--- config.mk ---
export PLATFORM = sky130hd
export DESIGN_NAME = adc_scan_reader
export DESIGN_NICKNAME = d
export VERILOG_FILES = /design/src/rtl/adc_scan_reader.sv
export SDC_FILE = /design/constraint.sdc
export NUM_CORES = 1
export LEC_CHECK = 0
export BUFFER_PORTS_ARGS = -buffer_cell sky130_fd_sc_hd__buf_4
export CORE_MARGIN = 5
export CORE_UTILIZATION = 35
export CTS_BUF_LIST = sky130_fd_sc_hd__clkbuf_8
export DETAILED_ROUTE_END_ITERATION = 7
export PLACE_DENSITY = 0.63
export SYNTH_ARGS = -nofsm -noshare
export SYNTH_HDL_FRONTEND = slang
export SYNTH_SLANG_ARGS = --single-unit
--- constraint.sdc ---
create_clock -name clk -period 3.2 [get_ports clk]
set_input_delay 0.16 -clock clk [delete_from_list [all_inputs] [get_ports clk]]
set_output_delay 0.16 -clock clk [all_outputs]
set_load 0.1 [all_outputs]
--- src/rtl/adc_scan_reader.sv ---
// adc_scan_reader: masters a multi-channel SPI-style ADC, scanning enabled channels round-robin and
// delivering DATA_W-bit samples with their channel number. Define ADC_SCAN_TIMESTAMP_EN to add out_ts.
module adc_scan_reader #(
  parameter int DATA_W    = 12,
  parameter int LEAD_BITS = 4,
  parameter int NUM_CH    = 8,
  parameter int CH_W      = 3,
  parameter int ADDR_POS  = 2,
  parameter int CLK_DIV   = 2,
  parameter int CS_GAP    = 2
) (
  input  logic              clk,
  input  logic              rst,
  input  logic              en,
  input  logic [NUM_CH-1:0] ch_mask,
  output logic              sclk,
  output logic              cs_n,
  output logic              mosi,
  input  logic              miso,
  output logic [DATA_W-1:0] out_data,
  output logic [CH_W-1:0]   out_ch,
  output logic              out_valid,
  input  logic              out_ready,
  output logic              overrun,
  output logic              busy
`ifdef ADC_SCAN_TIMESTAMP_EN
  ,
  output logic [15:0]       out_ts
`endif
);

  localparam int FRAME_BITS = LEAD_BITS + DATA_W;
  localparam int BIT_W      = (FRAME_BITS > 2) ? $clog2(FRAME_BITS) : 1;
  localparam int CNT_MAX    = (CLK_DIV > CS_GAP) ? CLK_DIV : CS_GAP;
  localparam int CNT_W      = (CNT_MAX > 2) ? $clog2(CNT_MAX) : 1;

  localparam logic [CNT_W-1:0] DIV_LAST = CNT_W'(CLK_DIV - 1);
  localparam logic [CNT_W-1:0] GAP_LAST = CNT_W'(CS_GAP - 1);
  localparam logic [BIT_W-1:0] BIT_LAST = BIT_W'(FRAME_BITS - 1);

  typedef enum logic [1:0] {
    ST_IDLE  = 2'd0,
    ST_SETUP = 2'd1,
    ST_SHIFT = 2'd2,
    ST_HOLD  = 2'd3
  } state_t;

  function automatic logic [CH_W-1:0] lowest_ch(input logic [NUM_CH-1:0] mask);
    logic [CH_W-1:0] ch;
    ch = {CH_W{1'b0}};
    for (int i = NUM_CH - 1; i >= 0; i--) begin
      if (mask[i]) ch = CH_W'(i);
    end
    return ch;
  endfunction

  // Lowest enabled channel above cur, wrapping to the lowest enabled one.
  function automatic logic [CH_W-1:0] next_ch(input logic [CH_W-1:0] cur,
                                              input logic [NUM_CH-1:0] mask);
    logic [CH_W-1:0] ch;
    logic            found;
    ch    = lowest_ch(mask);
    found = 1'b0;
    for (int i = 0; i < NUM_CH; i++) begin
      if (!found && mask[i] && (i > int'(cur))) begin
        ch    = CH_W'(i);
        found = 1'b1;
      end
    end
    return ch;
  endfunction

  function automatic logic frame_mosi(input logic [CH_W-1:0] ch, input logic [BIT_W-1:0] b);
    int              idx;
    logic [CH_W-1:0] sh;
    idx = int'(b) - ADDR_POS;
    sh  = ch << idx;
    if (idx >= 0 && idx < CH_W) return sh[CH_W-1];
    else return 1'b0;
  endfunction

  state_t            state_r, state_nxt_s;
  logic [CNT_W-1:0]  cnt_r, cnt_nxt_s;
  logic [BIT_W-1:0]  bit_r, bit_nxt_s;
  logic              half_r, half_nxt_s;
  logic [CH_W-1:0]   addr_r, addr_nxt_s;
  logic [CH_W-1:0]   data_ch_r, data_ch_nxt_s;
  logic              prime_r, prime_nxt_s;
  logic              sample_s, load_s;
  logic [DATA_W-1:0] shift_r;
  logic              sclk_nxt_s, cs_n_nxt_s, mosi_nxt_s, busy_nxt_s;

  // State register and frame sequencing counters.
  always_ff @(posedge clk or posedge rst) begin
    if (rst) begin
      state_r   <= ST_IDLE;
      cnt_r     <= {CNT_W{1'b0}};
      bit_r     <= {BIT_W{1'b0}};
      half_r    <= 1'b1;
      addr_r    <= {CH_W{1'b0}};
      data_ch_r <= {CH_W{1'b0}};
      prime_r   <= 1'b1;
    end else begin
      state_r   <= state_nxt_s;
      cnt_r     <= cnt_nxt_s;
      bit_r     <= bit_nxt_s;
      half_r    <= half_nxt_s;
      addr_r    <= addr_nxt_s;
      data_ch_r <= data_ch_nxt_s;
      prime_r   <= prime_nxt_s;
    end
  end

  // Next-state logic; half_r=1 is the sclk-high half of a bit period.
  always_comb begin
    state_nxt_s   = state_r;
    cnt_nxt_s     = cnt_r;
    bit_nxt_s     = bit_r;
    half_nxt_s    = half_r;
    addr_nxt_s    = addr_r;
    data_ch_nxt_s = data_ch_r;
    prime_nxt_s   = prime_r;
    sample_s      = 1'b0;
    load_s        = 1'b0;
    case (state_r)
      ST_IDLE: begin
        if (en && (ch_mask != {NUM_CH{1'b0}})) begin
          state_nxt_s = ST_SETUP;
          cnt_nxt_s   = {CNT_W{1'b0}};
          bit_nxt_s   = {BIT_W{1'b0}};
          half_nxt_s  = 1'b1;
          addr_nxt_s  = lowest_ch(ch_mask);
          prime_nxt_s = 1'b1;
        end else begin
          state_nxt_s = ST_IDLE;
        end
      end
      ST_SETUP: begin
        if (cnt_r == DIV_LAST) begin
          state_nxt_s = ST_SHIFT;
          cnt_nxt_s   = {CNT_W{1'b0}};
          bit_nxt_s   = {BIT_W{1'b0}};
          half_nxt_s  = 1'b0;
        end else begin
          cnt_nxt_s = cnt_r + CNT_W'(1);
        end
      end
      ST_SHIFT: begin
        if (cnt_r != DIV_LAST) begin
          cnt_nxt_s = cnt_r + CNT_W'(1);
        end else if (!half_r) begin
          cnt_nxt_s  = {CNT_W{1'b0}};
          half_nxt_s = 1'b1;
          sample_s   = 1'b1;
        end else if (bit_r == BIT_LAST) begin
          cnt_nxt_s   = {CNT_W{1'b0}};
          state_nxt_s = ST_HOLD;
          load_s      = !prime_r;
        end else begin
          cnt_nxt_s  = {CNT_W{1'b0}};
          bit_nxt_s  = bit_r + BIT_W'(1);
          half_nxt_s = 1'b0;
        end
      end
      ST_HOLD: begin
        if (cnt_r != GAP_LAST) begin
          cnt_nxt_s = cnt_r + CNT_W'(1);
        end else if (en && (ch_mask != {NUM_CH{1'b0}})) begin
          cnt_nxt_s     = {CNT_W{1'b0}};
          state_nxt_s   = ST_SETUP;
          bit_nxt_s     = {BIT_W{1'b0}};
          half_nxt_s    = 1'b1;
          data_ch_nxt_s = addr_r;
          addr_nxt_s    = next_ch(addr_r, ch_mask);
          prime_nxt_s   = 1'b0;
        end else begin
          cnt_nxt_s   = {CNT_W{1'b0}};
          state_nxt_s = ST_IDLE;
        end
      end
      default: begin
        state_nxt_s = ST_IDLE;
      end
    endcase
  end

  // Pin values for the upcoming state, registered so the ADC sees glitch-free signals.
  always_comb begin
    sclk_nxt_s = 1'b1;
    cs_n_nxt_s = 1'b1;
    mosi_nxt_s = 1'b0;
    busy_nxt_s = 1'b1;
    case (state_nxt_s)
      ST_IDLE:  busy_nxt_s = 1'b0;
      ST_SETUP: begin
        cs_n_nxt_s = 1'b0;
        mosi_nxt_s = frame_mosi(addr_nxt_s, bit_nxt_s);
      end
      ST_SHIFT: begin
        cs_n_nxt_s = 1'b0;
        sclk_nxt_s = half_nxt_s;
        mosi_nxt_s = frame_mosi(addr_nxt_s, bit_nxt_s);
      end
      ST_HOLD:  cs_n_nxt_s = 1'b1;
      default:  busy_nxt_s = 1'b0;
    endcase
  end

  // Serial pins, miso capture and the valid/ready result register.
  always_ff @(posedge clk or posedge rst) begin
    if (rst) begin
      sclk      <= 1'b1;
      cs_n      <= 1'b1;
      mosi      <= 1'b0;
      busy      <= 1'b0;
      shift_r   <= {DATA_W{1'b0}};
      out_data  <= {DATA_W{1'b0}};
      out_ch    <= {CH_W{1'b0}};
      out_valid <= 1'b0;
      overrun   <= 1'b0;
    end else begin
      sclk <= sclk_nxt_s;
      cs_n <= cs_n_nxt_s;
      mosi <= mosi_nxt_s;
      busy <= busy_nxt_s;
      if (sample_s) shift_r <= {shift_r[DATA_W-2:0], miso};
      if (load_s) begin
        out_data  <= shift_r;
        out_ch    <= data_ch_r;
        out_valid <= 1'b1;
        overrun   <= out_valid && !out_ready;
      end else begin
        if (out_valid && out_ready) out_valid <= 1'b0;
        overrun <= 1'b0;
      end
    end
  end

`ifdef ADC_SCAN_TIMESTAMP_EN
  logic [15:0] ts_cnt_r, ts_cap_r;

  // Free-running timestamp, captured at each cs_n fall and published with that frame's sample.
  always_ff @(posedge clk or posedge rst) begin
    if (rst) begin
      ts_cnt_r <= 16'd0;
      ts_cap_r <= 16'd0;
      out_ts   <= 16'd0;
    end else begin
      ts_cnt_r <= ts_cnt_r + 16'd1;
      if (state_nxt_s == ST_SETUP && state_r != ST_SETUP) ts_cap_r <= ts_cnt_r;
      if (load_s) out_ts <= ts_cap_r;
    end
  end
`endif

endmodule
-- Yosys cells after proc, flatten, opt, wreduce, memory -nomap -nowiden
Index checks and enable logic that the tools add are counted.
- add/subtract/negate cells: 3
- $mul: 0
- divide/modulo/power cells: 0
- magnitude comparators: 9
- equal/unequal tests: 9
- shifts and indexed selects: 1
- mux-type cells: 85
- bitwise logic cells: 0
- reduce and logical (&&, ||, !) cells: 34
- operator list (operator ; number):
    $mux 3 ; 18
    $mux 1 ; 50
    $shl 3x32->3 ; 1
    $mux 4 ; 6
    $logic_and 1x1->1 ; 17
    $pmux 4 s4 ; 1
    $gt 3x3->1 const A ; 4
    $mux 2 ; 5
    $logic_not 1->1 ; 8
    $pmux 2 s4 ; 1
    $reduce_bool 8->1 ; 1
    $eq 2x2->1 const B ; 3
    $gt 2x3->1 const A ; 2
    $ne 2x2->1 const B ; 3
    $pmux 3 s2 ; 1
    $ge 5x1->1 const B ; 1
    $lt 5x3->1 const B ; 1
    $sub 4x2->5 const B ; 1
    $add 4x1->4 const B ; 1
    $eq 2x1->1 const B ; 2
    $eq 4x4->1 const B ; 1
    $logic_not 2->1 ; 2
    $pmux 1 s2 ; 2
    $pmux 1 s4 ; 1
    other kinds (7) ; 8
- flip-flop bits (word level): 48
- bits in latches: 0
- bits in writable memories: 0
- memory bits (read-only): 0
- input port bits: 13
- memories: 0

-- Logic depth before layout (Yosys ltp)
Gate-level depths: netlist (run 1).
- word-level depth: 51
- depth in mapped cells: 15
- depth with buffers taken out: 14

-- Least setup slack after synthesis (run 1)
Ideal clock, no wire load.
- path kind: flip-flop to flip-flop
- from: register state_r[0]
- to: register mosi
- data arrival time: 2648 ps
- required time: 3113 ps
- slack: 466 ps
- stages on the path, launching flop included: 16
- buffers on the path: 2
- clock period less this slack: 2734 ps
- path through: dfrtp_1 > inv_1 > ha_1 > clkbuf_1 > inv_1 > clkbuf_1 > o211ai_1 > a32oi_1 > ha_1 > inv_1 > a2111oi_0 > a31oi_1 > a21oi_1 > ha_1 > nand2_1 > a211oi_2
- cells in the longest elaborated chain, start to end: 7
- elaborated cells on any way between the ends: 22
- classes of those cells: add/sub (1); order compare (2); eq/ne (5); shift (1); mux (10); reduce/logical (3)
- RTL lines (what ; line ; source):
    start, declared ; 82 ; state_t state_r, state_nxt_s;
    start signal, assigned ; 104 ; state_r <= state_nxt_s;
    $eq 2x2->1 (tied with other cells) ; 125 ; case (state_r)
    $pmux 4 s4 / $mux 2 (equally long branches) ; 125, 151 ;
    $sub 4x2->5 / $mux 2 (equally long branches) ; 76, 149 ;
    $ge 5x1->1 (tied with other cells) ; 78 ; if (idx >= 0 && idx < CH_W) return sh[CH_W-1];
    $logic_and 1x1->1 (tied with other cells) ; 78 ;
    $mux 1 / $reduce_or 2->1 (equally long branches) ; - ;
    $mux 1 * ; - ;
    net mosi_nxt_s ; 91 ; logic sclk_nxt_s, cs_n_nxt_s, mosi_nxt_s, busy_nxt_s;
    end signal, assigned ; 224 ; mosi <= mosi_nxt_s;
    end, declared ; 18 ; output logic mosi,
The timed path passes the listed nets; every way through them passes the cells marked *.
A chain may end at the register's enable or synchronous reset.

-- Worst setup path after layout (run 1)
- from: register bit_r[0]
- to: register mosi
- cells in the longest elaborated chain, start to end: 10
- elaborated cells on any way between the ends: 23
- classes of those cells: add/sub (2); order compare (2); eq/ne (3); shift (1); mux (13); reduce/logical (2)
- RTL lines (what ; line ; source):
    start, declared ; 84 ; logic [BIT_W-1:0] bit_r, bit_nxt_s;
    start signal, assigned ; 98 ; bit_r <= {BIT_W{1'b0}};
    start signal, assigned ; 106 ; bit_r <= bit_nxt_s;
    $add 4x1->4 / $eq 4x4->1 (equally long branches) ; 161, 155 ;
    $mux 4 ; 155 ; end else if (bit_r == BIT_LAST) begin
    $mux 4 ; 151 ; end else if (!half_r) begin
    $mux 4 ; 149 ; if (cnt_r != DIV_LAST) begin
    $pmux 4 s4 ; 125 ;
    $sub 4x2->5 ; 76 ; idx = int'(b) - ADDR_POS;
    $ge 5x1->1 / $lt 5x3->1 (equally long branches) ; 78 ;
    $logic_and 1x1->1 ; 78 ;
    $mux 1 ; 78 ;
    $mux 1 * ; - ;
    net mosi_nxt_s ; 91 ;
Marks and branches as above.

==> impl_metrics.env, run 1 <==
export IMPL_met1Wirelength_um=2450
export IMPL_antenna_found_initial=0
export IMPL_cp_num_buf_inv=1
export IMPL_via_per_inst=5.27
export IMPL_syn_nets=286
export IMPL_synth_seq_cells=48
export IMPL_synthArstFlopShare=1.00
export IMPL_finalPower_uw=1660
export IMPL_dp_hpwl_um=4140
export IMPL_regToRegSetupSlack_ps=340
export IMPL_cts_tree="done"
export IMPL_synthCells=263
export IMPL_postCtsSetupBuffers=0
export IMPL_max_vdd_ir_drop_mv=0.187
export IMPL_status="finished clean"
export IMPL_arrival_ps=3080
export IMPL_timing_final_crit_share=0.895
export IMPL_h_tree_depth=2
export IMPL_die_h_um=97.6
export IMPL_grt_ovfl_total=0
export IMPL_grt_util_all_layers=0.121
export IMPL_ios=34
export IMPL_wire_per_inst_um=14.0
export IMPL_finalSetupViolCount=0
export IMPL_fin_skew_ps=4.61
export IMPL_dr_max_layer_used="met4"
export IMPL_wl_met3_um=345
export IMPL_synth_edf_count=0
export IMPL_rr_endpoint="mosi"
export IMPL_tns_ps=0
export IMPL_antenna_left=0
export IMPL_hold_path_class="in -> reg"
export IMPL_cts_root_buffer="clkbuf_8"
export IMPL_post_synth_num_cell_types=55
export IMPL_fp_dieW_um=97.6
export IMPL_hold_end="overrun"
export IMPL_drc_errors=0
export IMPL_rsz0062_at_grt="false"
export IMPL_num_rows=32
export IMPL_firstDrtPassIters=4
export IMPL_start_util=0.353
export IMPL_cpMostUsedCell="ha_1"
export IMPL_crit_chain="ha_1, and3_1, o21ai_0, o211ai_1, a32oi_2, ha_1, inv_1, a2111oi_1, a31oi_1, a21oi_1, ha_1, nand2_1, a211oi_2"
export IMPL_grt_pass1_wl_um=9640
export IMPL_avgSynthCellArea_um2=10.2
export IMPL_critPathMaxStageDelay_ps=430
export IMPL_synth_area_um2=2690
export IMPL_final_hold_viol_count=0
export IMPL_drv_slew=0
export IMPL_drive_gt1_frac=0.299
export IMPL_routed_via_count=2106
export IMPL_nNetsFinal=320
export IMPL_port_buffers=33
export IMPL_critical_path_max_fanout=5
export IMPL_tightest_slew_ps=965
export IMPL_worst_ep_required_time_ps=3410
export IMPL_yosysSeqAreaShare=0.449
export IMPL_dr_first_iter_drc_count=223
export IMPL_r2r_start="bit_r[0]"
export IMPL_grt_pass1_vias=1996
export IMPL_wl_um=5590
export IMPL_globalplace_congestion=0.869
export IMPL_maxSlewHeadroom=0.356
export IMPL_grt_max_degree=49
export IMPL_cts_sinks=48
export IMPL_min_period_ps=2860
export IMPL_start_kind="flop"
export IMPL_worstSetupEndpointType="flop"
export IMPL_cp_slowest_cell="dfrtp_1"
export IMPL_numCtsBuffers=5
export IMPL_hold_depth=2
export IMPL_clk_latency_ps=300
export IMPL_max_cap_violations=0
export IMPL_path_delay_family="compound AO/OA/AOI/OAI gates"
export IMPL_p_per_area_nw_per_um2=525
export IMPL_clk_pin_slew_worst_paths_ps=90
export IMPL_dieArea_um2=9520
export IMPL_reg2reg_depth=13
export IMPL_synth_ff_type="dfrtp_1"
export IMPL_core_um2=7610
export IMPL_diodes=0
export IMPL_fmax_mhz=349
export IMPL_dr_wl_met2_um=2740
export IMPL_placed_cells=392
export IMPL_yosysWarnings=0
export IMPL_crit_type="reg -> reg"
export IMPL_p_leak_uw=0.00149
export IMPL_fin_cells=400
export IMPL_clockBufferDepth=2
export IMPL_hold_path_startpoint="out_ready"
export IMPL_synthToLayoutAreaGrowth_pct=17.7
## stage by stage
stage,cell area [um^2],util,hold slack (ps),worst slack [ps]
2_1_floorplan,2690,-,233,466
3_3_place_gp,3050,0.401,337,443
3_5_place_dp,3050,0.401,337,280
4_1_cts,3150,0.413,15.0,267
5_1_grt,3160,0.415,28.9,5.56
6_report,3160,0.415,19.6,336
## metal layers
layer	vias up	GRT usage
li1	1022	-
met1	1013	0.153
met2	65	0.202
met3	6	0.0337
met4	0	0.0330
met5	-	0
## worst max-delay path by stage
stage | start | endpoint | slack (ps) | cells past startpoint
2_1_floorplan | state_r[0] | mosi | 470 | 15
3_3_place_gp | state_r[0] | mosi | 440 | 14
3_5_place_dp | bit_r[0] | mosi | 280 | 13
4_1_cts | bit_r[0] | mosi | 270 | 13
5_1_grt | bit_r[0] | mosi | 6 | 13
6_report | bit_r[0] | mosi | 340 | 13
## worst reg2reg max path, cell delays in order (launching register included)
cell and delay, ps:
dfrtp_1 430, ha_1 240, and3_1 200, o21ai_0 230, o211ai_1 150, a32oi_2 320, ha_1 200, inv_1 40
a2111oi_1 350, a31oi_1 110, a21oi_1 140, ha_1 160, nand2_1 60, a211oi_2 150
## logic make-up after synthesis
family,after synthesis,share of synthesized area
AND/OR/NAND/NOR,75,0.154
AO/OA/AOI/OAI,69,0.184
flip-flops,48,0.449
buffers and inverters,33,0.0494
multiplexers,28,0.117
adder cells (fa/ha/maj),10,0.0466
## layout by cell type, fill, tap and decap left out, drive strengths merged, types with 2 or more instances in the layout
cell type   n
a2111oi     2
a211oi      4
a21oi      14
a2bb2oi     2
a31oi       6
buf        39
clkbuf      6
dfrtp      44
dfstp       4
ha         10
inv        22
mux2       28
nand2      21
nand2b      5
nand3       5
nor2       17
nor2b       5
nor3        4
nor3b       3
nor4        4
o211ai      5
o21ai      14
o221ai      3
o22ai       3
o31a        2
or4         4
## layout make-up
| class | instances | area (um^2) |
|---|---|---|
| clock buffer | 6 | 82.6 |
| clock inverter | 2 | 11.3 |
| fill | 725 | 4450 |
| inverter | 21 | 78.8 |
| multi-input combinational | 182 | 1360 |
| sequential | 48 | 1210 |
| tap | 102 | 128 |
| timing repair buffer | 39 | 293 |
## registers in the layout, summed over array words and instances (netlist names)
signal	flops
out_ch	3
cnt_r	1
sclk	1
state_r	2
cs_n	1
half_r	1
addr_r	3
overrun	1
data_ch_r	3
bit_r	4
out_data	12
shift_r	12
prime_r	1
out_valid	1
mosi	1
busy	1
## Yosys cell counts, types with 5 or more instances
| master | number | area [um^2] |
|---|---|---|
| a21oi_1 | 14 | 70.1 |
| a31oi_1 | 6 | 37.5 |
| clkbuf_1 | 6 | 22.5 |
| dfrtp_1 | 44 | 1100 |
| ha_1 | 10 | 125 |
| inv_1 | 21 | 78.8 |
| mux2_2 | 28 | 315 |
| nand2_1 | 21 | 78.8 |
| nand2b_1 | 5 | 31.3 |
| nand3_1 | 5 | 25.0 |
| nor2_1 | 17 | 63.8 |
| nor2b_1 | 5 | 31.3 |
| o21ai_0 | 13 | 65.1 |
## repair_timing
action                     CTS  global route
hold buffers                 0             0
resized for setup            0             3
setup endpoints to repair    0             1
## where the power goes
part	internal, uW	leakage (uW)	switching, uW	total (uW)
clock network	172	0.0000486	193	365
logic	190	0.000796	351	540
registers	673	0.000648	79.3	752
total	1030	0.00149	623	1660
No activity file was read; power rests on OpenSTA's default activity.
==> inputs of run 2 (changes only) <==
--- a/config.mk
+++ b/config.mk
@@ -5,6 +5,7 @@
 export SDC_FILE = /design/constraint.sdc
 export NUM_CORES = 1
 export LEC_CHECK = 0
+export ABC_AREA = 1
 export BUFFER_PORTS_ARGS = -buffer_cell sky130_fd_sc_hd__buf_4
 export CORE_MARGIN = 5
 export CORE_UTILIZATION = 35
==> run 2 against run 1 <==
Sequential power increased by 8.0%. Critical path type unchanged. First-iteration DRC count decreased by 42%. Highest routed layer unchanged. Via count increased by 2.3%. Cell count increased by 17%. Critical endpoint unchanged.
==> impl_metrics.env, run 2 <==
export IMPL_finalSetupViolCount=0
export IMPL_drc_errors=0
export IMPL_wire_per_inst_um=11.0
export IMPL_synthCells=335
export IMPL_cts_hold_buffers=0
export IMPL_fp_dieW_um=96.6
export IMPL_drv_slew=0
export IMPL_dr_first_iter_drc_count=129
export IMPL_clockBufferDepth=2
export IMPL_antenna_left=0
export IMPL_dp_hpwl_um=3920
export IMPL_antenna_found_initial=0
export IMPL_grt_pass1_vias=2052
export IMPL_synth_ff_type="dfrtp_1"
export IMPL_final_hold_viol_count=0
export IMPL_fin_skew_ps=5.51
export IMPL_numCtsBuffers=5
export IMPL_yosysMostFrequentCell="nand2_1"
export IMPL_synth_compound_area_frac=0.117
export IMPL_synth_top_area_cell="dfrtp_1"
export IMPL_synth_mux_area_frac=0.0172
export IMPL_timing_final_crit_share=0.887
export IMPL_maxSlewHeadroom=0.356
export IMPL_grt_max_degree=49
export IMPL_start_util=0.360
export IMPL_synth_area_leaders="dfrtp_1, nand2_1, inv_1, o21ai_0, ha_1"
export IMPL_cts_resized=0
export IMPL_p_per_area_nw_per_um2=658
export IMPL_hold_path_class="in -> reg"
export IMPL_synth_xor_area_frac=0.00334
export IMPL_worst_ep_required_time_ps=3440
export IMPL_setup_slack_ps=361
export IMPL_grt_pass1_wl_um=9160
export IMPL_fmax_mhz=352
export IMPL_drive_gt1_frac=0.195
export IMPL_ios=34
export IMPL_post_synth_num_cell_types=36
export IMPL_worstSetupEndpointType="flop"
export IMPL_wl_um=5180
export IMPL_synth_edf_count=0
export IMPL_cts_root_buffer="clkbuf_8"
export IMPL_critical_path_max_fanout=8
export IMPL_synth_area_um2=2630
export IMPL_grt_ovfl_total=0
export IMPL_synthAdderAreaFrac=0.0477
export IMPL_final_common_cell="nand2_1"
export IMPL_p_leak_uw=0.00162
export IMPL_top_regs="out_data: 12 flops, shift_r: 12 flops, bit_r: 4 flops"
export IMPL_dp_slack_ps=389
export IMPL_port_buffers=33
export IMPL_cts_sinks=48
export IMPL_synthToLayoutAreaGrowth_pct=16.2
export IMPL_status="finished clean"
export IMPL_crit_type="reg -> reg"
export IMPL_clk_pin_slew_worst_paths_ps=80
export IMPL_avgSynthCellArea_um2=7.84
export IMPL_dieArea_um2=9330
export IMPL_num_rows=31
export IMPL_clk_latency_ps=290
export IMPL_synth_commonest_cells="nand2_1, inv_1, dfrtp_1"
export IMPL_nNetsFinal=393
export IMPL_tightest_slew_ps=964
export IMPL_rsz0062_at_grt="false"
export IMPL_via_per_inst=4.59
export IMPL_most_common_layout_cells="nand2_1, inv_1, dfrtp_1"
export IMPL_synth_seq_cells=48
export IMPL_grt_util_all_layers=0.114
export IMPL_start_kind="flop"
export IMPL_synthSimpleGateAreaFrac=0.255
export IMPL_firstDrtPassIters=4
export IMPL_max_vdd_ir_drop_mv=0.245
export IMPL_synth_top_area_frac=0.419
export IMPL_synth_top_family_by_area="simple AND/OR/NAND/NOR gates"
export IMPL_min_period_ps=2840
export IMPL_yosysWarnings=0
export IMPL_diodes=0
export IMPL_syn_nets=358
export IMPL_tns_ps=0
export IMPL_cts_tree="done"
export IMPL_max_cap_violations=0
export IMPL_yosysSeqAreaShare=0.459
export IMPL_arrival_ps=3080
export IMPL_globalplace_congestion=0.829
export IMPL_routed_via_count=2154
export IMPL_synthArstFlopShare=1.00
export IMPL_postCtsSetupBuffers=0
export IMPL_h_tree_depth=2
export IMPL_die_h_um=96.6
export IMPL_core_um2=7290
## run 2: changes by cell type after synthesis, moves of 4 or more
| cell | previous run | this run |
|---|---|---|
| a21oi_1 | 14 | 6 |
| a31oi_1 | 6 | 2 |
| inv_1 | 21 | 57 |
| mux2_2 | 28 | 4 |
| nand2_1 | 21 | 93 |
| nand2_2 | 0 | 10 |
| nand2b_1 | 5 | 0 |
| nand3_1 | 5 | 13 |
| nor2b_1 | 5 | 0 |
| o21ai_0 | 13 | 31 |
| o21ai_1 | 1 | 9 |
| or4_1 | 4 | 0 |
## run 2: where the power goes
part | total [uW] | leakage (uW) | switching (uW) | internal [uW]
registers | 812 | 0.000639 | 90.3 | 722
logic | 857 | 0.000937 | 585 | 272
clock network | 336 | 0.0000452 | 190 | 146
total | 2010 | 0.00162 | 866 | 1140
## run 2: final timing paths
path | startpoint | endpoint | slack (ps) | cells after the start
max in group asynchronous | rst | shift_r[0] | 2510 | 2
min reg2reg | data_ch_r[2] | data_ch_r[2] | 490 | 2
min | out_ready | overrun | 20 | 2
min in group asynchronous | rst | bit_r[2] | 90 | 2
max | state_r[1] | mosi | 360 | 19
max reg2reg | state_r[1] | mosi | 360 | 19
## run 2: cells by family after synthesis
kind of cell	after synthesis
mux	4
simple gates	149
fa+ha+maj	10
flops	48
xor+xnor	1
compound gates	56
buf+inv	67
## run 2: metrics by stage
| stage | hold WS (ps) | cells | cell area (um^2) | power, uW | utilization |
|---|---|---|---|---|---|
| after floorplan | 232 | 335 | 2630 | 1470 | - |
| after global placement | 326 | 462 | 2970 | 1680 | 0.408 |
| after detailed placement | 333 | 462 | 2970 | 1680 | 0.408 |
| after CTS | 12.0 | 469 | 3050 | 2020 | 0.418 |
| after global routing | 4.80 | 469 | 3050 | 2180 | 0.418 |
| final | 21.8 | 469 | 3050 | 2010 | 0.418 |
## run 2: area by class of cell
type,instances,area (um^2)
clock inverter,2,8.76
timing repair buffer,34,255
inverter,61,229
multi-input combinational,220,1160
tap,99,124
clock buffer,5,68.8
sequential,48,1210
fill,772,4240
## run 2: critical path, cell delays in order, from the launching register on
cell and delay (ps):
dfrtp_1 410, inv_1 110, ha_1 340, nand3_1 260
inv_2 130, a22oi_1 80, nand2_2 110, inv_1 80
ha_1 200, nand3b_1 150, nand2_1 110, nand3_1 80
a21oi_1 140, ha_1 160, nand2_1 50, inv_1 60
nand4_2 90, nor2_1 100, nand2_1 60, inv_1 40
## run 2: layer usage
metal	GRT usage	part of all wire	up-vias	wire (um)
met5	0	0	-	0
met4	0.0324	0.012	0	61
met3	0.0230	0.040	7	209
met2	0.194	0.47	47	2450
met1	0.146	0.47	983	2450
li1	-	-	1117	-
==> inputs of run 3 (changes only) <==
--- a/config.mk
+++ b/config.mk
@@ -11,6 +11,7 @@
 export CORE_UTILIZATION = 35
 export CTS_BUF_LIST = sky130_fd_sc_hd__clkbuf_8
 export DETAILED_ROUTE_END_ITERATION = 7
+export HOLD_SLACK_MARGIN = 0.12
 export PLACE_DENSITY = 0.63
 export SYNTH_ARGS = -nofsm -noshare
 export SYNTH_HDL_FRONTEND = slang
==> run 3 against run 2 <==
Fmax about the same. Critical endpoint unchanged. Critical path depth unchanged. Global-route usage about the same. Largest cell class unchanged.
==> impl_metrics.env, run 3 (synthesis gave the netlist of run 2 again) <==
export IMPL_timing_final_crit_share=0.887
export IMPL_numCtsBuffers=5
export IMPL_antenna_found_initial=0
export IMPL_grt_max_degree=49
export IMPL_critical_path_max_fanout=8
export IMPL_die_h_um=96.6
export IMPL_worst_ep_required_time_ps=3440
export IMPL_min_period_ps=2840
export IMPL_num_fill_cells=773
export IMPL_tns_ps=0
export IMPL_cts_tree="done"
export IMPL_fp_dieW_um=96.6
export IMPL_regArea_um2=1210
export IMPL_maxSlewHeadroom=0.356
export IMPL_h_tree_depth=2
export IMPL_grt_ovfl_total=0
export IMPL_p_sw_frac=0.431
export IMPL_rsz0062_at_grt="false"
export IMPL_dp_hpwl_um=3920
export IMPL_wl_um=5210
export IMPL_drc_errors=0
export IMPL_ios=34
export IMPL_dp_slack_ps=389
export IMPL_final_util=0.421
export IMPL_p_per_area_nw_per_um2=654
export IMPL_hold_path_class="in -> async"
export IMPL_max_vdd_ir_drop_mv=0.246
export IMPL_grtUsageMet2=0.195
export IMPL_fmax_mhz=352
export IMPL_final_common_cell="nand2_1"
export IMPL_num_rows=31
export IMPL_via_per_inst=4.60
export IMPL_postCtsSetupBuffers=0
export IMPL_clk_latency_ps=290
export IMPL_max_cap_violations=0
export IMPL_cts_sinks=48
export IMPL_clockPowerShare=0.167
export IMPL_multi_input_comb_area_um2=1160
export IMPL_synthToLayoutAreaGrowth_pct=16.9
export IMPL_cts_resized=0
export IMPL_antenna_left=0
export IMPL_port_buffers=33
export IMPL_p_leak_uw=0.00163
export IMPL_worstSetupEndpointType="flop"
export IMPL_fin_skew_ps=5.17
export IMPL_grt_busiest_layer="met2"
export IMPL_setup_slack_ps=361
export IMPL_drv_slew=0
export IMPL_dr_first_iter_drc_count=109
export IMPL_arrival_ps=3080
export IMPL_wire_per_inst_um=11.1
export IMPL_switchingPower_uw=866
export IMPL_gr_usage_met1=0.146
export IMPL_start_kind="flop"
export IMPL_clockBufferDepth=2
export IMPL_fin_hold_ws_ps=88.6
export IMPL_crit_type="reg -> reg"
export IMPL_globalplace_congestion=0.829
export IMPL_power_frac_comb=0.428
export IMPL_finalPower_uw=2010
export IMPL_top_regs="out_data: 12 flops, shift_r: 12 flops, bit_r: 4 flops"
export IMPL_final_hold_viol_count=0
export IMPL_status="finished clean"
export IMPL_firstDrtPassIters=4
export IMPL_p_int_uw=1140
export IMPL_grt_util_all_layers=0.114
export IMPL_dieArea_um2=9330
export IMPL_grt_pass1_vias=2063
export IMPL_pwr_share_seq=0.405
export IMPL_reg2reg_depth=19
export IMPL_cts_root_buffer="clkbuf_8"
export IMPL_core_um2=7290
export IMPL_most_common_layout_cells="nand2_1, inv_1, dfrtp_1"
export IMPL_finalSetupViolCount=0
export IMPL_routed_via_count=2167
export IMPL_drive_gt1_frac=0.194
export IMPL_clk_pin_slew_worst_paths_ps=80
export IMPL_tightest_slew_ps=965
export IMPL_diodes=0
export IMPL_use_met3=0.0230
export IMPL_grt_pass1_wl_um=9200
export IMPL_start_util=0.360
export IMPL_nNetsFinal=395
run 3: what timing repair did:
action	CTS	global route
hold endpoints to repair	3	0
endpoints found under the setup margin	0	0
hold buffers	2	0
run 3: path summary, 6_finish.rpt:
check	startpoint	endpoint	slack, ps
min	rst	bit_r[2]	90
min reg2reg	data_ch_r[2]	data_ch_r[2]	490
max in group asynchronous	rst	shift_r[0]	2510
max reg2reg	state_r[1]	mosi	360
max	state_r[1]	mosi	360
min in group clk	ch_mask[0]	addr_r[0]	360
run 3: worst max-delay path: stages (launching register included):
cell	delay (ps)
dfrtp_1	410
inv_1	110
ha_1	340
nand3_1	260
inv_2	130
a22oi_1	80
nand2_2	110
inv_1	80
ha_1	200
nand3b_1	150
nand2_1	110
nand3_1	80
a21oi_1	140
ha_1	160
nand2_1	50
inv_1	60
nand4_2	90
nor2_1	100
nand2_1	60
inv_1	40
run 3: per-stage QoR:
stage,instances,area (um^2)
6_report,471,3070
4_1_cts,471,3070
5_1_grt,471,3070
3_3_place_gp,462,2970
3_5_place_dp,462,2970
2_1_floorplan,335,2630
run 3: power groups by stage:
stage | clock [uW] | combinational, uW | sequential [uW]
finish | 336 | 859 | 813
global route | 370 | 984 | 824
CTS | 351 | 864 | 809
detailed placement | 0 | 861 | 821
global placement | 0 | 857 | 819
floorplan | 0 | 556 | 918
run 3: metal layers:
layer,vias to the layer above,wire [um]
met5,-,0
met4,0,61
met3,7,214
met2,49,2470
met1,990,2470
li1,1121,-
run 3: layout make-up:
type | count | area share
Clock buffer | 5 | 0.0224
Timing Repair Buffer | 36 | 0.0897
Inverter | 61 | 0.0746
Sequential cell | 48 | 0.393
Clock inverter | 2 | 0.00285
Tap cell | 99 | 0.0404
Multi-Input combinational cell | 220 | 0.377
